[config.mk]
export PLATFORM = sky130hd
export DESIGN_NAME = clock_mode_ctrl
export DESIGN_NICKNAME = d
export VERILOG_FILES = /design/src/rtl/clock_mode_pkg.sv /design/src/rtl/clock_mode_ctrl_btn_edge.sv /design/src/rtl/clock_mode_ctrl.sv
export SDC_FILE = /design/constraint.sdc
export NUM_CORES = 1
export LEC_CHECK = 0
export ABC_CLOCK_PERIOD_IN_PS = 1700
export BUFFER_PORTS_ARGS = -buffer_cell sky130_fd_sc_hd__buf_2
export CORE_ASPECT_RATIO = 0.8
export CORE_MARGIN = 1
export CORE_UTILIZATION = 50
export CTS_CLUSTER_DIAMETER = 120
export CTS_CLUSTER_SIZE = 40
export DETAILED_ROUTE_END_ITERATION = 16
export GPL_TIMING_DRIVEN = 0
export PLACE_DENSITY = 0.81
export SYNTH_ARGS = -nofsm -noshare
export SYNTH_HDL_FRONTEND = slang
export SYNTH_SLANG_ARGS = --single-unit
[constraint.sdc]
create_clock -name clk_out -period 1.7 [get_ports clk_out]
set_input_delay 0.255 -clock clk_out [delete_from_list [all_inputs] [get_ports clk_out]]
set_output_delay 0.255 -clock clk_out [all_outputs]
set_load 0.1 [all_outputs]
[src/rtl/clock_mode_pkg.sv]
// Shared encodings for the clock user-interface sequencer: states, edit
// field indices, per-field digit maxima and buzzer ring sources.
package clock_mode_pkg;

  typedef enum logic [2:0] {
    CLOCK     = 3'd0,
    SET_CLK   = 3'd1,
    SET_ALM   = 3'd2,
    SET_TMR   = 3'd3,
    STOPWATCH = 3'd4,
    TIMER_RUN = 3'd5
  } state_t;

  localparam logic [2:0] F_S2 = 3'd0;
  localparam logic [2:0] F_S1 = 3'd1;
  localparam logic [2:0] F_M2 = 3'd2;
  localparam logic [2:0] F_M1 = 3'd3;
  localparam logic [2:0] F_H2 = 3'd4;
  localparam logic [2:0] F_H1 = 3'd5;

  localparam logic [3:0] MAX_UNITS    = 4'd9;  // s2, m2, h2 (h1 < 2)
  localparam logic [3:0] MAX_TENS     = 4'd5;  // s1, m1
  localparam logic [3:0] MAX_H2_AT_20 = 4'd3;  // h2 once h1 == 2
  localparam logic [3:0] MAX_H1       = 4'd2;

  typedef enum logic [1:0] {
    RING_NONE = 2'b00,
    RING_ALM  = 2'b01,
    RING_TMR  = 2'b10
  } ring_t;

  function automatic logic [3:0] field_max(input logic [2:0] sel, input logic [3:0] h1);
    case (sel)
      F_S1, F_M1: field_max = MAX_TENS;
      F_H2:       field_max = (h1 == 4'd2) ? MAX_H2_AT_20 : MAX_UNITS;
      F_H1:       field_max = MAX_H1;
      default:    field_max = MAX_UNITS;
    endcase
  endfunction

  function automatic logic is_edit(input state_t s);
    is_edit = (s == SET_CLK) || (s == SET_ALM) || (s == SET_TMR);
  endfunction

  // The alarm has no seconds, so its edit ends on the minutes-units field.
  function automatic logic [2:0] last_field(input state_t s);
    last_field = (s == SET_ALM) ? F_M2 : F_S2;
  endfunction

endpackage

[src/rtl/clock_mode_ctrl_btn_edge.sv]
// Rising-edge detector for one push-button level. History resets high so a
// button held through reset does not register a press.
module btn_edge (
  input  logic clk_out,
  input  logic swrst,
  input  logic level,
  output logic rise
);

  logic hist;

  // NOTE: sequential state uses non-blocking assignments and the async reset
  // sits in the sensitivity list, so reset acts without waiting for a tick.
  always_ff @(posedge clk_out or posedge swrst) begin
    if (swrst) hist <= 1'b1;
    else       hist <= level;
  end

  assign rise = level & ~hist;

endmodule

[src/rtl/clock_mode_ctrl.sv]
// Button-driven mode/edit sequencer for the digital clock, plus the
// alarm/timer buzzer arbiter with acknowledge and auto-stop.
module clock_mode_ctrl
  import clock_mode_pkg::*;
#(
  parameter int IDLE_TIMEOUT = 30,
  parameter int BUZZ_MAX     = 60,
  parameter int CW           = 6
) (
  input  logic       clk_out,
  input  logic       swrst,
  input  logic       btn_mode,
  input  logic       btn_next,
  input  logic       btn_inc,
  input  logic       alm_hit,
  input  logic       tmr_zero,
  output logic       load,
  output logic       almin,
  output logic       tmrin,
  output logic       sw,
  output logic       tmr,
  output logic [2:0] select,
  output logic [3:0] loadin,
  output logic       buzz_out,
  output logic [1:0] ring_src,
  output logic [2:0] mode
);

  state_t        state, state_nx;
  ring_t         ring, ring_nx;
  logic [2:0]    select_nx;
  logic [3:0]    loadin_nx, h1, h1_nx;
  logic [CW-1:0] idle_cnt, idle_nx, ring_cnt, ring_cnt_nx;
  logic          rise_mode, rise_next, rise_inc, any_edge;
  logic          ev_mode, ev_next, ev_inc;
  logic          alm_hist, tz_hist, tz_cond, alm_rise, tz_rise;

  btn_edge u_edge_mode (.clk_out(clk_out), .swrst(swrst), .level(btn_mode), .rise(rise_mode));
  btn_edge u_edge_next (.clk_out(clk_out), .swrst(swrst), .level(btn_next), .rise(rise_next));
  btn_edge u_edge_inc  (.clk_out(clk_out), .swrst(swrst), .level(btn_inc),  .rise(rise_inc));

  assign any_edge = rise_mode | rise_next | rise_inc;
  assign tz_cond  = tmr_zero & tmr;
  assign tz_rise  = tz_cond & ~tz_hist;
  assign alm_rise = alm_hit & ~alm_hist;

  // NOTE: every variable gets its hold value first, so no path through the
  // branches below can leave one unassigned and infer a latch.
  always_comb begin
    state_nx    = state;
    select_nx   = select;
    loadin_nx   = loadin;
    h1_nx       = h1;
    idle_nx     = idle_cnt;
    ring_nx     = ring;
    ring_cnt_nx = ring_cnt;
    ev_mode     = rise_mode;
    ev_next     = rise_next & ~rise_mode;
    ev_inc      = rise_inc & ~rise_mode & ~rise_next;

    if (ring != RING_NONE) begin
      if (any_edge) begin
        // The acknowledging press is swallowed by the buzzer.
        ring_nx     = RING_NONE;
        ring_cnt_nx = '0;
        ev_mode     = 1'b0;
        ev_next     = 1'b0;
        ev_inc      = 1'b0;
        if (ring == RING_TMR && state == TIMER_RUN) state_nx = CLOCK;
      end else if (ring_cnt == CW'(BUZZ_MAX - 1)) begin
        ring_nx     = RING_NONE;
        ring_cnt_nx = '0;
      end else begin
        ring_cnt_nx = ring_cnt + 1'b1;
      end
    end else if (tz_rise) begin
      ring_nx     = RING_TMR;
      ring_cnt_nx = '0;
    end else if (alm_rise) begin
      ring_nx     = RING_ALM;
      ring_cnt_nx = '0;
    end

    if (ev_mode) begin
      case (state)
        CLOCK:   state_nx = SET_CLK;
        SET_CLK: state_nx = SET_ALM;
        SET_ALM: state_nx = SET_TMR;
        SET_TMR: state_nx = STOPWATCH;
        default: state_nx = CLOCK;
      endcase
      select_nx = is_edit(state_nx) ? F_H1 : F_S2;
      loadin_nx = 4'd0;
      idle_nx   = '0;
    end else if (is_edit(state)) begin
      if (any_edge) idle_nx = '0;
      if (ev_next) begin
        if (select == last_field(state)) begin
          state_nx  = (state == SET_TMR) ? TIMER_RUN : CLOCK;
          select_nx = F_S2;
        end else begin
          if (select == F_H1) h1_nx = loadin;
          select_nx = select - 3'd1;
        end
        loadin_nx = 4'd0;
      end else if (ev_inc) begin
        loadin_nx = (loadin == field_max(select, h1)) ? 4'd0 : loadin + 4'd1;
      end else if (!any_edge) begin
        if (idle_cnt == CW'(IDLE_TIMEOUT - 1)) begin
          state_nx  = CLOCK;
          select_nx = F_S2;
          loadin_nx = 4'd0;
          idle_nx   = '0;
        end else begin
          idle_nx = idle_cnt + 1'b1;
        end
      end
    end else begin
      idle_nx = '0;
    end
  end

  always_ff @(posedge clk_out or posedge swrst) begin
    if (swrst) begin
      state    <= CLOCK;
      select   <= F_S2;
      loadin   <= 4'd0;
      h1       <= 4'd0;
      idle_cnt <= '0;
      ring     <= RING_NONE;
      ring_cnt <= '0;
      buzz_out <= 1'b0;
      load     <= 1'b0;
      almin    <= 1'b0;
      tmrin    <= 1'b0;
      sw       <= 1'b0;
      tmr      <= 1'b0;
      alm_hist <= 1'b0;
      tz_hist  <= 1'b0;
    end else begin
      state    <= state_nx;
      select   <= select_nx;
      loadin   <= loadin_nx;
      h1       <= h1_nx;
      idle_cnt <= idle_nx;
      ring     <= ring_nx;
      ring_cnt <= ring_cnt_nx;
      buzz_out <= (ring_nx != RING_NONE);
      load     <= (state_nx == SET_CLK);
      almin    <= (state_nx == SET_ALM);
      tmrin    <= (state_nx == SET_TMR);
      sw       <= (state_nx == STOPWATCH);
      tmr      <= (state_nx == TIMER_RUN);
      alm_hist <= alm_hit;
      tz_hist  <= tz_cond;
    end
  end

  assign ring_src = ring;
  assign mode     = state;

endmodule

**Word-level counts from Yosys, hierarchy flattened**

Index checks and enable logic that the tools add are counted.

- Add/subtract/negate cells: 4
- Eq/ne operators: 25
- Muxes and demuxes: 58
- Bitwise operators: 20
- Reductions and logical operators: 16

Operator list:

| operator | count |
|---|---|
| $mux W6 | 12 |
| $mux W3 | 20 |
| $mux W4 | 12 |
| $eq A3 B2 Y1 const B | 7 |
| $eq A3 B3 Y1 const B | 5 |
| $add A6 B1 Y6 const B | 2 |
| $eq A3 B1 Y1 const B | 4 |
| $mux W2 | 6 |
| $pmux W3 S4 | 1 |
| $pmux W4 S3 | 1 |
| $and A1 B1 Y1 | 9 |
| $not A1 Y1 | 9 |
| $eq A6 B5 Y1 const B | 1 |
| $eq A6 B6 Y1 const B | 1 |
| $mux W1 | 6 |
| $reduce_bool A2 Y1 | 3 |
| $reduce_bool A3 Y1 | 2 |
| $reduce_and A5 Y1 | 1 |
| $add A4 B1 Y4 const B | 1 |
| $eq A4 B2 Y1 const B | 1 |
| $eq A4 B4 Y1 | 1 |
| $logic_or A1 B1 Y1 | 4 |
| $ne A4 B1 Y1 const B | 1 |
| $reduce_and A4 Y1 | 1 |
| other kinds (11) | 12 |

- Register bits after elaboration: 39
- Input bits: 7
- Output and inout port bits: 18
- Logic and storage cells: 141

**Depth between registers and ports, before layout**

Gate-level depths: netlist of the first run.

- Word-level depth: 17
- Mapped depth: 8
- Gate-level depth less buffers: 8

**Modules after synthesis**

From an unflattened synthesis of the first run, not the netlist that was laid out.

- Cells, all modules: 223
- Area, all modules: 2245.9 um^2

By module, submodules not included:

| module | times used | cells each | area each (um^2) | sequential area each (um^2) |
|---|---|---|---|---|
| clock_mode_ctrl | 1 | 214 | 2114.5 | 900.9 |
| btn_edge | 3 | 3 | 43.8 | 26.3 |

**Worst setup path after synthesis of the first run**

No wires, ideal clock.

- Path kind: register -> register
- Start point: register select[1]
- End point: register loadin[3]
- Setup time: 0.123 ns
- Arrival: 2.556 ns
- Setup slack: -0.978 ns
- Stages on the path, launching flop included: 9
- Buffers on the path: 0
- Clock period less this slack: 2.678 ns
- Path through: dfrtp_1 -> inv_1 -> ha_1 -> o21ai_0 -> o31ai_1 -> a2111o_1 -> a21oi_1 -> or2_4 -> o21ai_2

- Word-level cells in the longest chain between the ends: 13

RTL lines:

| what | RTL line | RTL |
|---|---|---|
| start, declared | clock_mode_ctrl.sv:22 | `output logic [2:0] select,` |
| start signal, assigned | clock_mode_ctrl.sv:142 | `select <= select_nx;` |
| $eq A3 B1 Y1 / $eq A3 B2 Y1 (equally long branches) | clock_mode_pkg.sv:33 | `case (sel)` |
| $reduce_or A2 Y1 | clock_mode_pkg.sv:33 |  |
| $pmux W4 S3 * | clock_mode_pkg.sv:33 |  |
| $mux W4 * | clock_mode_ctrl.sv:106 | `end else if (ev_inc) begin` |
| $mux W4 * | clock_mode_ctrl.sv:97 | `if (ev_next) begin` |
| $mux W4 * | clock_mode_ctrl.sv:95 | `end else if (is_edit(state)) begin` |
| $mux W4 * | clock_mode_ctrl.sv:84 | `if (ev_mode) begin` |
| $eq A4 B4 Y1 * | clock_mode_ctrl.sv:107 | `loadin_nx = (loadin == field_max(select, h1)) ? 4'd0 : loadin + 4'd1;` |
| $mux W4 * | clock_mode_ctrl.sv:107 |  |
| $mux W4 * | clock_mode_ctrl.sv:106 |  |
| $mux W4 * | clock_mode_ctrl.sv:97 |  |
| $mux W4 * | clock_mode_ctrl.sv:95 |  |
| $mux W4 * | clock_mode_ctrl.sv:84 |  |
| end signal, assigned | clock_mode_ctrl.sv:143 | `loadin <= loadin_nx;` |
| end, declared | clock_mode_ctrl.sv:23 | `output logic [3:0] loadin,` |

Mark *: on every way between the ends. The rest lies on a longest branch, timed or not. The select of a mux whose other input is x is not followed.
A chain may end at the register's enable or synchronous reset.

**Worst setup path after layout of the first run**

- Start point: register ring[1], in the netlist ring_src[1]
- End point: register h1[1]

- Word-level cells in the longest chain between the ends: 4

RTL lines:

| what | RTL line | RTL |
|---|---|---|
| start, declared | clock_mode_ctrl.sv:30 | `ring_t ring, ring_nx;` |
| start signal, assigned | clock_mode_ctrl.sv:146 | `ring <= ring_nx;` |
| $reduce_bool A2 Y1 * | clock_mode_ctrl.sv:61 | `if (ring != RING_NONE) begin` |
| $mux W1 | clock_mode_ctrl.sv:61 |  |
| $not A1 Y1 (no source line) | -- |  |
| $reduce_and A5 Y1 (no source line) * | -- |  |
| end signal, assigned | clock_mode_ctrl.sv:144 | `h1 <= h1_nx;` |
| end, declared | clock_mode_ctrl.sv:32 | `logic [3:0] loadin_nx, h1, h1_nx;` |

Mark *: on every way between the ends. The rest lies on a longest branch, timed or not.

==> results of run 1 <==
-- power by group through the flow --
stage	Clock, uW	Combinational, uW	Sequential, uW
final	664	3040	1430
after global routing	704	3190	1460
after CTS	672	2710	1400
after detailed placement	0	2400	1370
after global placement	0	2370	1360
after floorplan	0	1040	2330
-- state kept, by name, indices dropped and copies added (netlist names) --
| signal | cells |
|---|---|
| alm_hist | 1 |
| almin | 1 |
| buzz_out | 1 |
| h1 | 4 |
| idle_cnt | 6 |
| load | 1 |
| loadin | 4 |
| mode | 3 |
| ring_cnt | 6 |
| ring_src | 2 |
| select | 3 |
| sw | 1 |
| tmr | 1 |
| tmrin | 1 |
| tz_hist | 1 |
| u_edge_inc.hist | 1 |
| u_edge_mode.hist | 1 |
| u_edge_next.hist | 1 |
-- per-stage QoR --
step	worst slack (ps)	area (sq um)	TNS [ps]	power, uW
final	-271	3110	-3740	5140
after global routing	-333	3110	-5030	5350
after CTS	-231	2910	-2840	4780
after detailed placement	-510	2490	-6020	3770
after global placement	-449	2490	-6840	3730
after floorplan	-312	2300	-4760	3370
-- cells in the final DEF, fill, tap and decap left out, types with 8 or more instances in the layout --
master	n
sky130_fd_sc_hd__dfrtp_1	27
sky130_fd_sc_hd__o21ai_1	9
sky130_fd_sc_hd__dfrtp_4	8
sky130_fd_sc_hd__nor2_1	19
sky130_fd_sc_hd__nand2_1	14
sky130_fd_sc_hd__buf_4	29
sky130_fd_sc_hd__buf_2	24
-- worst max-delay path: stages (launching register included) --
cell	delay [ps]
sky130_fd_sc_hd__dfrtp_4	500
sky130_fd_sc_hd__buf_6	120
sky130_fd_sc_hd__or2_4	260
sky130_fd_sc_hd__nor3_4	340
sky130_fd_sc_hd__nand4_1	170
sky130_fd_sc_hd__buf_6	170
sky130_fd_sc_hd__mux2_4	290
-- cells by family (layout without fill, tap and decap cells) --
group | Yosys count | in the layout | synth area share
AOI/OAI and AO/OA | 52 | 52 | 0.178
DFF | 39 | 39 | 0.450
and+or+nand+nor | 96 | 96 | 0.237
buffers and inverters | 15 | 78 | 0.0270
xor gates and xnor gates | 8 | 8 | 0.0322
muxes | 6 | 6 | 0.0304
adders and majority gates | 8 | 8 | 0.0460
-- worst paths after layout --
path / to / slack (ps) / cells after the start / start
min in group asynchronous: ring_cnt[3] / 90 / 2 / swrst
setup / recovery: h1[1] / -270 / 6 / ring_src[1]
max in group asynchronous: select[1] / 1010 / 2 / swrst
hold reg to reg: ring_cnt[5] / 500 / 1 / ring_cnt[5]
setup reg to reg: h1[1] / -270 / 6 / ring_src[1]
hold / removal: u_edge_inc.hist / 40 / 1 / btn_inc
-- layout make-up --
cell class	instances	share of cell area
Timing Repair Buffer	59	0.132
Clock buffer	5	0.0221
Buffer	3	0.00442
Sequential cell	39	0.325
Tap cell	57	0.0229
Clock inverter	3	0.00764
Multi-Input combinational cell	170	0.473
Inverter	8	0.0121
-- metal layers --
layer  vias up  track usage  wire [microns]
met5         -            0               0
met4         0       0.0794             121
met3        13       0.0524             285
met2        74        0.399            2950
met1       990        0.337            2670
li1        926            -               -
-- timing repair --
| item | 4_1_cts | 5_1_grt |
|---|---|---|
| gates cloned | 0 | 0 |
| setup endpoints to repair | 26 | 28 |
| pin swaps | 15 | 21 |
| hold buffers | 0 | 0 |
| buffers inserted | 22 | 15 |
| gates resized for setup | 42 | 29 |
==> impl_metrics.csv, run 1 <==
group,metric,value,unit
die,die_width,75.8,microns
grt,antenna_violations_before_repair,0,
timing,fin_crit_sh,1.16,
worst_hold_path,worst_hold_check_path_type,"in2reg",
setup_path,critPathArrivalTime,2170,ps
clock_tree,htree_levels,2,
timing,rsz_0062_raised_after_global_routing,"true",
setup_path,worstPathRequired,1900,ps
die,rows,21,
timing,timing.hold.ws,38.5,ps
cells_and_area,insertedDiodeCount,0,
placed_design,place_hpwl,3200,microns
setup_path,start_kind,"register",
clock_tree,cts_tree,"yes",
clock_tree,root_buffer,"sky130_fd_sc_hd__clkbuf_8",
grt,grt_start_max_net_pins,40,
pwr,power.share.combinational,0.593,
pwr,switching_share,0.524,
clock_tree,cts_buffers,5,
die,initial_core_util,0.521,
logic_synthesis,synth_edf_count,0,
detailed_routing,initialDrtViolationCount,168,
placed_design,port_buffers,24,
timing,fin_ws,-271,ps
cells_and_area,final.fill_count,246,
logic_synthesis,synth.net_count,239,
clock_tree,clkSinkCount,39,
die,floorplan.die_area,0.00463,sq mm
grt,vias_in_the_first_global_route,1764,
timing,finalWorstPathRequiredPeriod,1970,ps
cells_and_area,post-route-util,0.745,
clock_tree,clk_latency,310,ps
logic_synthesis,synth.area.top_cells,"sky130_fd_sc_hd__dfrtp_1 41%, sky130_fd_sc_hd__ha_1 4.6%, sky130_fd_sc_hd__nor2_1 4.3%, sky130_fd_sc_hd__dfstp_2 3.6%, sky130_fd_sc_hd__nand2_1 2.9%",
die,chipHeight,61.0,microns
grt,grt_overflow,0,
detailed_routing,drt_drc_violations_left,0,
logic_synthesis,seq_area_frac_synth,0.450,
cells_and_area,multiInputGateArea,0.00147,sq mm
detailed_routing,via_count,2003,
clock_tree,buffer_depth_of_the_longest_clock_path,2,
timing,max_freq,507,MHz
pwr,leakage,0.00136,uW
placed_design,place.detailed.instances,305,
pwr,power_density,1650,mW/mm^2
outcome,failed_checks,"negative setup slack",
logic_synthesis,synthCells,224,
die,ioPinCount,25,
logic_synthesis,synthDominantCellAreaShare,0.414,
grt,track_usage,0.247,
timing,hold_viol,0,
grt,global_route_wire_length_before_repair,8320,microns
logic_synthesis,synthMostInstantiatedCell,"sky130_fd_sc_hd__dfrtp_1",
logic_synthesis,avgSynthCellArea,9.72,sq um
timing,timing_worst_slew_pin_value,797,ps
logic_synthesis,ys.warnings.count,0,
logic_synthesis,top_cell_type_by_total_area_after_synthesis,"sky130_fd_sc_hd__dfrtp_1",
logic_synthesis,post_synth_num_cell_types,53,
timing,finalSetupViolCount,23,
logic_synthesis,synth-main-ff-cell,"sky130_fd_sc_hd__dfrtp_1",
cells_and_area,areaGrowthSynthToFinish,42.8,%
outcome,outcome,"finished with violations",
logic_synthesis,ys_async_sr_fraction,1.00,
timing,worst_clock_skew,13.1,ps
cells_and_area,finalNonFillerCells,344,
timing,report.final.slew_viol_count,0,
pwr,power_frac_seq,0.278,
setup_path,worst_setup_end_kind,"register",
cells_and_area,finalNetCount,301,
logic_synthesis,post_synth_most_frequent_cells,"36 x sky130_fd_sc_hd__dfrtp_1, 25 x sky130_fd_sc_hd__nor2_1, 17 x sky130_fd_sc_hd__nand2_1",
detailed_routing,avgRoutedWirePerCell,17.5,microns
timing,maxSlewHeadroom,0.468,
pwr,p_switching,2690,uW
logic_synthesis,synthesis.area,0.00218,sq mm
detailed_routing,postRouteAntennaNets,0,
pwr,pwr-share-clk,0.129,
clock_tree,clkTransAtPathRegs,90,ps
pwr,p_int,2440,uW
cells_and_area,drive_gt1_frac,0.505,
pwr,vdd.ir_drop.worst,1.09,mV
detailed_routing,route.detailed.vias_per_inst,5.82,
logic_synthesis,synth-seq-cells,39,
job,cap_violations,0,
setup_path,path_max_fanout,5,
die,core_area,0.00418,sq mm
cells_and_area,register_area,0.00101,sq mm
detailed_routing,drt-pass1-iter-count,4,
detailed_routing,totalWireLength,6020,microns
placed_design,gpl.final_weighted_congestion,0.888,
setup_path,timing.setup.critical_path_class,"reg2reg",
(Power assumes the default switching activity.)
==> run 2, diff against run 1 <==
--- a/config.mk
+++ b/config.mk
@@ -6,7 +6,7 @@
 export NUM_CORES = 1
 export LEC_CHECK = 0
 export ABC_CLOCK_PERIOD_IN_PS = 1700
-export BUFFER_PORTS_ARGS = -buffer_cell sky130_fd_sc_hd__buf_2
+export BUFFER_PORTS_ARGS = -buffer_cell sky130_fd_sc_hd__buf_4
 export CORE_ASPECT_RATIO = 0.8
 export CORE_MARGIN = 1
 export CORE_UTILIZATION = 50
==> impl_metrics.csv, run 2 (same netlist as run 1, synthesis figures left out) <==
group,metric,value,unit
cells_and_area,layout_commonest_cell,"sky130_fd_sc_hd__buf_4",
placed_design,placement.setup.worst_slack,-496,ps
grt,grt_overflow,0,
grt,track_usage,0.235,
setup_path,cp-startpoint,"ring_src[1]",
outcome,failed_checks,"negative setup slack",
die,initial_core_util,0.521,
detailed_routing,initialDrtViolationCount,94,
clock_tree,clk_latency,300,ps
clock_tree,root_buffer,"sky130_fd_sc_hd__clkbuf_8",
placed_design,gpl.final_weighted_congestion,0.874,
die,floorplan.die_area,0.00463,sq mm
timing,timing_worst_slew_pin_value,814,ps
clock_tree,htree_levels,2,
setup_path,worst_setup_end_kind,"register",
clock_tree,clkSinkCount,39,
detailed_routing,via_count,1870,
timing,rsz_0062_raised_after_global_routing,"true",
grt,grt_start_max_net_pins,40,
worst_hold_path,min-delay-start,"btn_inc",
grt,global_route_met1_usage,0.335,
timing,fin_crit_sh,1.15,
outcome,outcome,"finished with violations",
setup_path,reg2reg_from,"ring_src[1]",
detailed_routing,drt_drc_violations_left,0,
timing,hold_viol,0,
cells_and_area,final_cell_mix,"42 x sky130_fd_sc_hd__buf_4, 27 x sky130_fd_sc_hd__dfrtp_1, 19 x sky130_fd_sc_hd__nor2_1",
setup_path,endpoint,"tmrin",
timing,finalSetupViolCount,21,
setup_path,worst-path-stages,6,
detailed_routing,postRouteAntennaNets,0,
timing,fin_ws,-250,ps
grt,groute.layer.met3.usage,0.0491,
placed_design,port_buffers,24,
cells_and_area,multiInputGateArea,0.00138,sq mm
grt,vias_in_the_first_global_route,1671,
pwr,power_density,1660,mW/mm^2
worst_hold_path,worst_hold_check_path_type,"in2reg",
pwr,vdd.ir_drop.worst,1.24,mV
timing,worst_clock_skew,11.3,ps
die,die_width,75.8,microns
pwr,p_total,4900,uW
setup_path,critPathArrivalTime,2180,ps
detailed_routing,drt-pass1-iter-count,4,
setup_path,timing.critical_path.max_delay_family,"simple AND/OR/NAND/NOR gates",
setup_path,timing.critical_path.slowest_cell_delay,610,ps
timing,finalWorstPathRequiredPeriod,1950,ps
setup_path,start_kind,"register",
setup_path,path_max_fanout,7,
cells_and_area,finalNonFillerCells,331,
cells_and_area,register_area,0.00101,sq mm
setup_path,worst_r2r_endpoint,"tmrin",
cells_and_area,finalNetCount,288,
die,core_area,0.00418,sq mm
detailed_routing,route.detailed.vias_per_inst,5.65,
setup_path,timing.setup.critical_path_class,"reg2reg",
setup_path,timing.critical_path.buf_inv,0,
detailed_routing,avgRoutedWirePerCell,15.5,microns
timing,maxSlewHeadroom,0.457,
cells_and_area,areaGrowthSynthToFinish,35.4,%
cells_and_area,insertedDiodeCount,0,
grt,globalRouteMet2Util,0.357,
placed_design,place_hpwl,3270,microns
timing,report.final.slew_viol_count,0,
grt,antenna_violations_before_repair,0,
clock_tree,cts_buffers,5,
die,ioPinCount,25,
setup_path,crit_path_cell_trace,"or4b_4 -> o21ai_4 -> a21boi_2 -> a2bb2oi_2 -> or2_1 -> nor2b_1",
pwr,leakage,0.00129,uW
cells_and_area,biggestRegsByFlops,"idle_cnt x6, ring_cnt x6",
placed_design,place.detailed.instances,305,
cells_and_area,final.fill_count,294,
timing,max_freq,513,MHz
setup_path,worst_path_max_delay_cell,"sky130_fd_sc_hd__or4b_4",
clock_tree,buffer_depth_of_the_longest_clock_path,2,
die,chipHeight,61.0,microns
setup_path,worstPathRequired,1930,ps
detailed_routing,totalWireLength,5140,microns
setup_path,reg2reg_slack,-250,ps
clock_tree,cts_tree,"yes",
setup_path,rr_worst_depth,6,
cells_and_area,drive_gt1_frac,0.438,
job,cap_violations,0,
clock_tree,clkTransAtPathRegs,80,ps
grt,busiest_layer_in_global_routing,"met2",
die,rows,21,
grt,global_route_wire_length_before_repair,7960,microns
-- run 2: cell count changes in the layout (fill, tap and decap cells not counted), moves of 3 or more --
cell,before,now
sky130_fd_sc_hd__o21ai_1,9,12
sky130_fd_sc_hd__buf_2,24,1
sky130_fd_sc_hd__buf_6,7,3
sky130_fd_sc_hd__o21ai_2,7,4
sky130_fd_sc_hd__buf_4,29,42
-- run 2: area by class of cell --
| type | count | area share |
|---|---|---|
| buffer | 3 | 0.00467 |
| clock buffer | 7 | 0.0259 |
| clock inverter | 1 | 0.00170 |
| inverter | 8 | 0.0127 |
| multi-input combinational | 170 | 0.468 |
| sequential | 39 | 0.343 |
| tap | 57 | 0.0242 |
| timing repair buffer | 46 | 0.120 |
-- run 2: power breakdown --
group / total [uW] / switching [uW] / internal (uW) / leakage [uW]
Combinational: 2870 / 1920 / 944 / 0.000745
Sequential: 1430 / 277 / 1150 / 0.000504
Clock: 609 / 321 / 288 / 0.0000422
-- run 2: worst min-delay path by stage --
stage,to,depth (start not counted)
after floorplan,u_edge_inc.hist,0
after detailed placement,alm_hist,1
final,u_edge_inc.hist,1
after global routing,u_edge_inc.hist,1
after CTS,alm_hist,1
after global placement,u_edge_inc.hist,1
-- run 2: metrics by stage --
step | TNS, ps | hold slack (ps) | utilization | cell area [sq um]
final | -2470 | 79.6 | 0.706 | 2950
after global routing | -3780 | 67.4 | 0.706 | 2950
after CTS | -3620 | 69.9 | 0.688 | 2870
after detailed placement | -5890 | 377 | 0.611 | 2550
after global placement | -7100 | 373 | 0.611 | 2550
after floorplan | -4760 | 259 | - | 2300
-- run 2: timing repair --
action | 4_1_cts | 5_1_grt
setup buffers | 17 | 5
pin swaps | 18 | 13
resized for setup | 29 | 20
hold buffers | 0 | 0
endpoints found under the setup margin | 28 | 30
-- run 2: metal layers --
layer | routed length (microns) | vias to the layer above
li1 | - | 900
met1 | 2440 | 922
met2 | 2420 | 43
met3 | 209 | 5
met4 | 60 | 0
met5 | 0 | -
==> run 3, diff against run 2 <==
--- a/config.mk
+++ b/config.mk
@@ -5,6 +5,7 @@
 export SDC_FILE = /design/constraint.sdc
 export NUM_CORES = 1
 export LEC_CHECK = 0
+export ABC_AREA = 1
 export ABC_CLOCK_PERIOD_IN_PS = 1700
 export BUFFER_PORTS_ARGS = -buffer_cell sky130_fd_sc_hd__buf_4
 export CORE_ASPECT_RATIO = 0.8
==> impl_metrics.csv, run 3 <==
group,metric,value,unit
logic_synthesis,synth-seq-cells,39,
setup_path,timing.setup.critical_path_class,"reg2reg",
logic_synthesis,synthMostInstantiatedCell,"sky130_fd_sc_hd__nand2_1",
logic_synthesis,synth.net_count,269,
die,floorplan.die_area,0.00459,sq mm
timing,timing.hold.ws,76.2,ps
grt,global_route_wire_length_before_repair,6960,microns
setup_path,worst_setup_end_kind,"register",
setup_path,reg2reg_from,"select[0]",
grt,antenna_violations_before_repair,0,
clock_tree,cts_hold_repair.buffers,0,
timing,maxSlewHeadroom,0.478,
pwr,switching_share,0.539,
pwr,p_total,4550,uW
logic_synthesis,seq_area_frac_synth,0.454,
die,initial_core_util,0.546,
clock_tree,clkTransAtPathRegs,80,ps
logic_synthesis,synth_edf_count,0,
cells_and_area,register_area,998,sq um
logic_synthesis,ys.warnings.count,0,
detailed_routing,avgRoutedWirePerCell,12.2,microns
clock_tree,clk_latency,290,ps
logic_synthesis,synthesis.area,0.00216,sq mm
logic_synthesis,avgSynthCellArea,8.50,sq um
cells_and_area,biggestRegsByFlops,"idle_cnt x6, ring_cnt x6",
placed_design,place_hpwl,2990,microns
die,chipHeight,60.8,microns
setup_path,worst_path_max_delay_cell,"sky130_fd_sc_hd__dfrtp_4",
detailed_routing,initialDrtViolationCount,62,
grt,grt_start_max_net_pins,40,
logic_synthesis,synth-main-ff-cell,"sky130_fd_sc_hd__dfrtp_1",
timing,worst_clock_skew,5.04,ps
pwr,power_density,1730,mW/mm^2
cells_and_area,post-route-util,0.667,
pwr,vdd.ir_drop.worst,1.35,mV
setup_path,timing.critical_path.buf_inv,1,
logic_synthesis,ys_async_sr_fraction,1.00,
timing,timing_worst_slew_pin_value,782,ps
logic_synthesis,synth_compound_area_frac,0.0666,
timing,rsz_0062_raised_after_global_routing,"true",
timing,max_freq,618,MHz
clock_tree,cts_buffers,5,
pwr,power_frac_seq,0.303,
grt,vias_in_the_first_global_route,1636,
logic_synthesis,post_synth_most_frequent_cells,"49 x sky130_fd_sc_hd__nand2_1, 36 x sky130_fd_sc_hd__dfrtp_1, 34 x sky130_fd_sc_hd__inv_1",
timing,timing.setup.tns,0,ps
setup_path,worstPathRequired,1890,ps
logic_synthesis,yosys.area_share.adder,0.0463,
detailed_routing,via_count,1723,
setup_path,cp-startpoint,"select[0]",
die,ioPinCount,25,
grt,grt_overflow,0,
detailed_routing,drt-pass1-iter-count,4,
cells_and_area,drive_gt1_frac,0.329,
timing,fin_crit_sh,0.952,
placed_design,port_buffers,24,
cells_and_area,final.fill_count,339,
logic_synthesis,synth.area.top_cells,"sky130_fd_sc_hd__dfrtp_1 42%, sky130_fd_sc_hd__nand2_1 8.5%, sky130_fd_sc_hd__nand3_1 6.3%, sky130_fd_sc_hd__inv_1 5.9%, sky130_fd_sc_hd__ha_1 4.6%",
cells_and_area,finalNetCount,303,
logic_synthesis,synthCells,254,
logic_synthesis,post_synth_num_cell_types,32,
logic_synthesis,synth_xor_area_frac,0.0487,
job,cap_violations,0,
timing,finalWorstPathRequiredPeriod,1620,ps
setup_path,timing.critical_path.max_delay_family,"flip-flops",
setup_path,timing.critical_path.slowest_cell_delay,480,ps
worst_hold_path,min-delay-start,"btn_inc",
cells_and_area,areaGrowthSynthToFinish,22.1,%
worst_hold_path,worst_hold_check_path_type,"in2reg",
logic_synthesis,synthDominantCellAreaShare,0.417,
placed_design,place.detailed.instances,333,
clock_tree,buffer_depth_of_the_longest_clock_path,2,
die,rows,20,
detailed_routing,route.detailed.vias_per_inst,5.01,
logic_synthesis,largest_family_of_logic_cells_by_synthesized_area,"simple AND/OR/NAND/NOR gates",
pwr,leakage,0.00125,uW
cells_and_area,layout_commonest_cell,"sky130_fd_sc_hd__nand2_1",
detailed_routing,totalWireLength,4190,microns
setup_path,start_kind,"register",
cells_and_area,final_cell_mix,"46 x sky130_fd_sc_hd__nand2_1, 30 x sky130_fd_sc_hd__inv_1, 27 x sky130_fd_sc_hd__dfrtp_1, 27 x sky130_fd_sc_hd__buf_4, 22 x sky130_fd_sc_hd__nand3_1",
setup_path,crit_path_cell_trace,"buf_4 -> nor2_2 -> a21oi_2 -> nand3_1 -> xor2_1 -> nand3_4 -> nand3_2 -> nand2_1",
setup_path,path_max_fanout,5,
grt,track_usage,0.208,
pwr,pwr-share-clk,0.134,
logic_synthesis,synth.mux.area_fraction,0.00521,
setup_path,critPathArrivalTime,1810,ps
pwr,power.share.combinational,0.562,
die,core_area,0.00395,sq mm
cells_and_area,finalNonFillerCells,344,
logic_synthesis,post_synth_and_or_nand_nor_area_fraction,0.313,
clock_tree,cts_tree,"yes",
detailed_routing,postRouteAntennaNets,0,
clock_tree,root_buffer,"sky130_fd_sc_hd__clkbuf_8",
cells_and_area,multiInputGateArea,0.00114,sq mm
placed_design,gpl.final_weighted_congestion,0.839,
clock_tree,clkSinkCount,39,
timing,report.final.slew_viol_count,0,
clock_tree,htree_levels,2,
timing,finalSetupViolCount,0,
cells_and_area,insertedDiodeCount,0,
pwr,p_switching,2450,uW
pwr,p_int,2100,uW
outcome,outcome,"completed",
detailed_routing,drt_drc_violations_left,0,
timing,hold_viol,0,
logic_synthesis,top_cell_type_by_total_area_after_synthesis,"sky130_fd_sc_hd__dfrtp_1",
die,die_width,75.5,microns
[run 3: changes by cell type after synthesis, sizes merged, moves of 4 or more]
cell    before  now
nand2       17   56
nor2b        6    0
or3          4    0
nand2b       7    0
nor2        26   32
o21ai       23   11
inv          8   37
nand3        9   32
clkbuf       4    0
mux2         5    1
[run 3: logic make-up (layout without fill, tap and decap cells)]
family          after synthesis  in the layout
simple gates                133            133
buf+inv                      38             73
xor+xnor                     12             12
compound gates               23             23
flops                        39             39
mux                           1              1
fa+ha+maj                     8              8
[run 3: path summary, 6_finish.rpt]
kind,slack [ps],endpoint,cells past startpoint
max reg2reg,80,loadin[2],8
min in group asynchronous,110,ring_cnt[3],2
min,80,u_edge_inc.hist,1
max in group asynchronous,1010,mode[2],2
max,80,loadin[2],8
min reg2reg,490,h1[0],2
[run 3: layer usage]
metal / track usage / wire [microns] / vias to the layer above
met5: 0 / 0 / -
met4: 0.0952 / 70 / 0
met3: 0.0548 / 133 / 7
met2: 0.333 / 1910 / 23
met1: 0.266 / 2080 / 804
li1: - / - / 889
[run 3: worst register-to-register path, stage by stage, from the launching register on]
cell and delay [ps]:
sky130_fd_sc_hd__dfrtp_4 480, sky130_fd_sc_hd__buf_4 130, sky130_fd_sc_hd__nor2_2 40, sky130_fd_sc_hd__a21oi_2 220, sky130_fd_sc_hd__nand3_1 130, sky130_fd_sc_hd__xor2_1 240
sky130_fd_sc_hd__nand3_4 140, sky130_fd_sc_hd__nand3_2 80, sky130_fd_sc_hd__nand2_1 40
[run 3: area by class of cell]
type                    instances  area share
inverters                      38      0.0565
multi-input cells             177       0.431
clock inverters                 1     0.00190
well taps                      55      0.0261
flip-flops and latches         39       0.379
clock buffers                   7      0.0289
repair buffers                 27      0.0768
[run 3: repair_timing]
| action | 4_1_cts | 5_1_grt |
|---|---|---|
| buffers inserted | 0 | 3 |
| endpoints found under the setup margin | 0 | 11 |
| resized for setup | 0 | 21 |
[run 3: per-stage QoR]
step / cell area (sq um) / setup slack [ps]
floorplan: 2180 / 9.94
global placement: 2430 / -124
detailed placement: 2430 / 94.2
CTS: 2510 / 81.1
global route: 2640 / -34.6
finish: 2640 / 82.3
[run 3: power groups by stage]
stage / sequential (uW) / combinational [uW] / clock [uW]
2_1_floorplan: 2300 / 968 / 0
3_3_place_gp: 1370 / 2330 / 0
3_5_place_dp: 1380 / 2360 / 0
4_1_cts: 1360 / 2370 / 624
5_1_grt: 1410 / 2750 / 660
6_report: 1380 / 2560 / 612
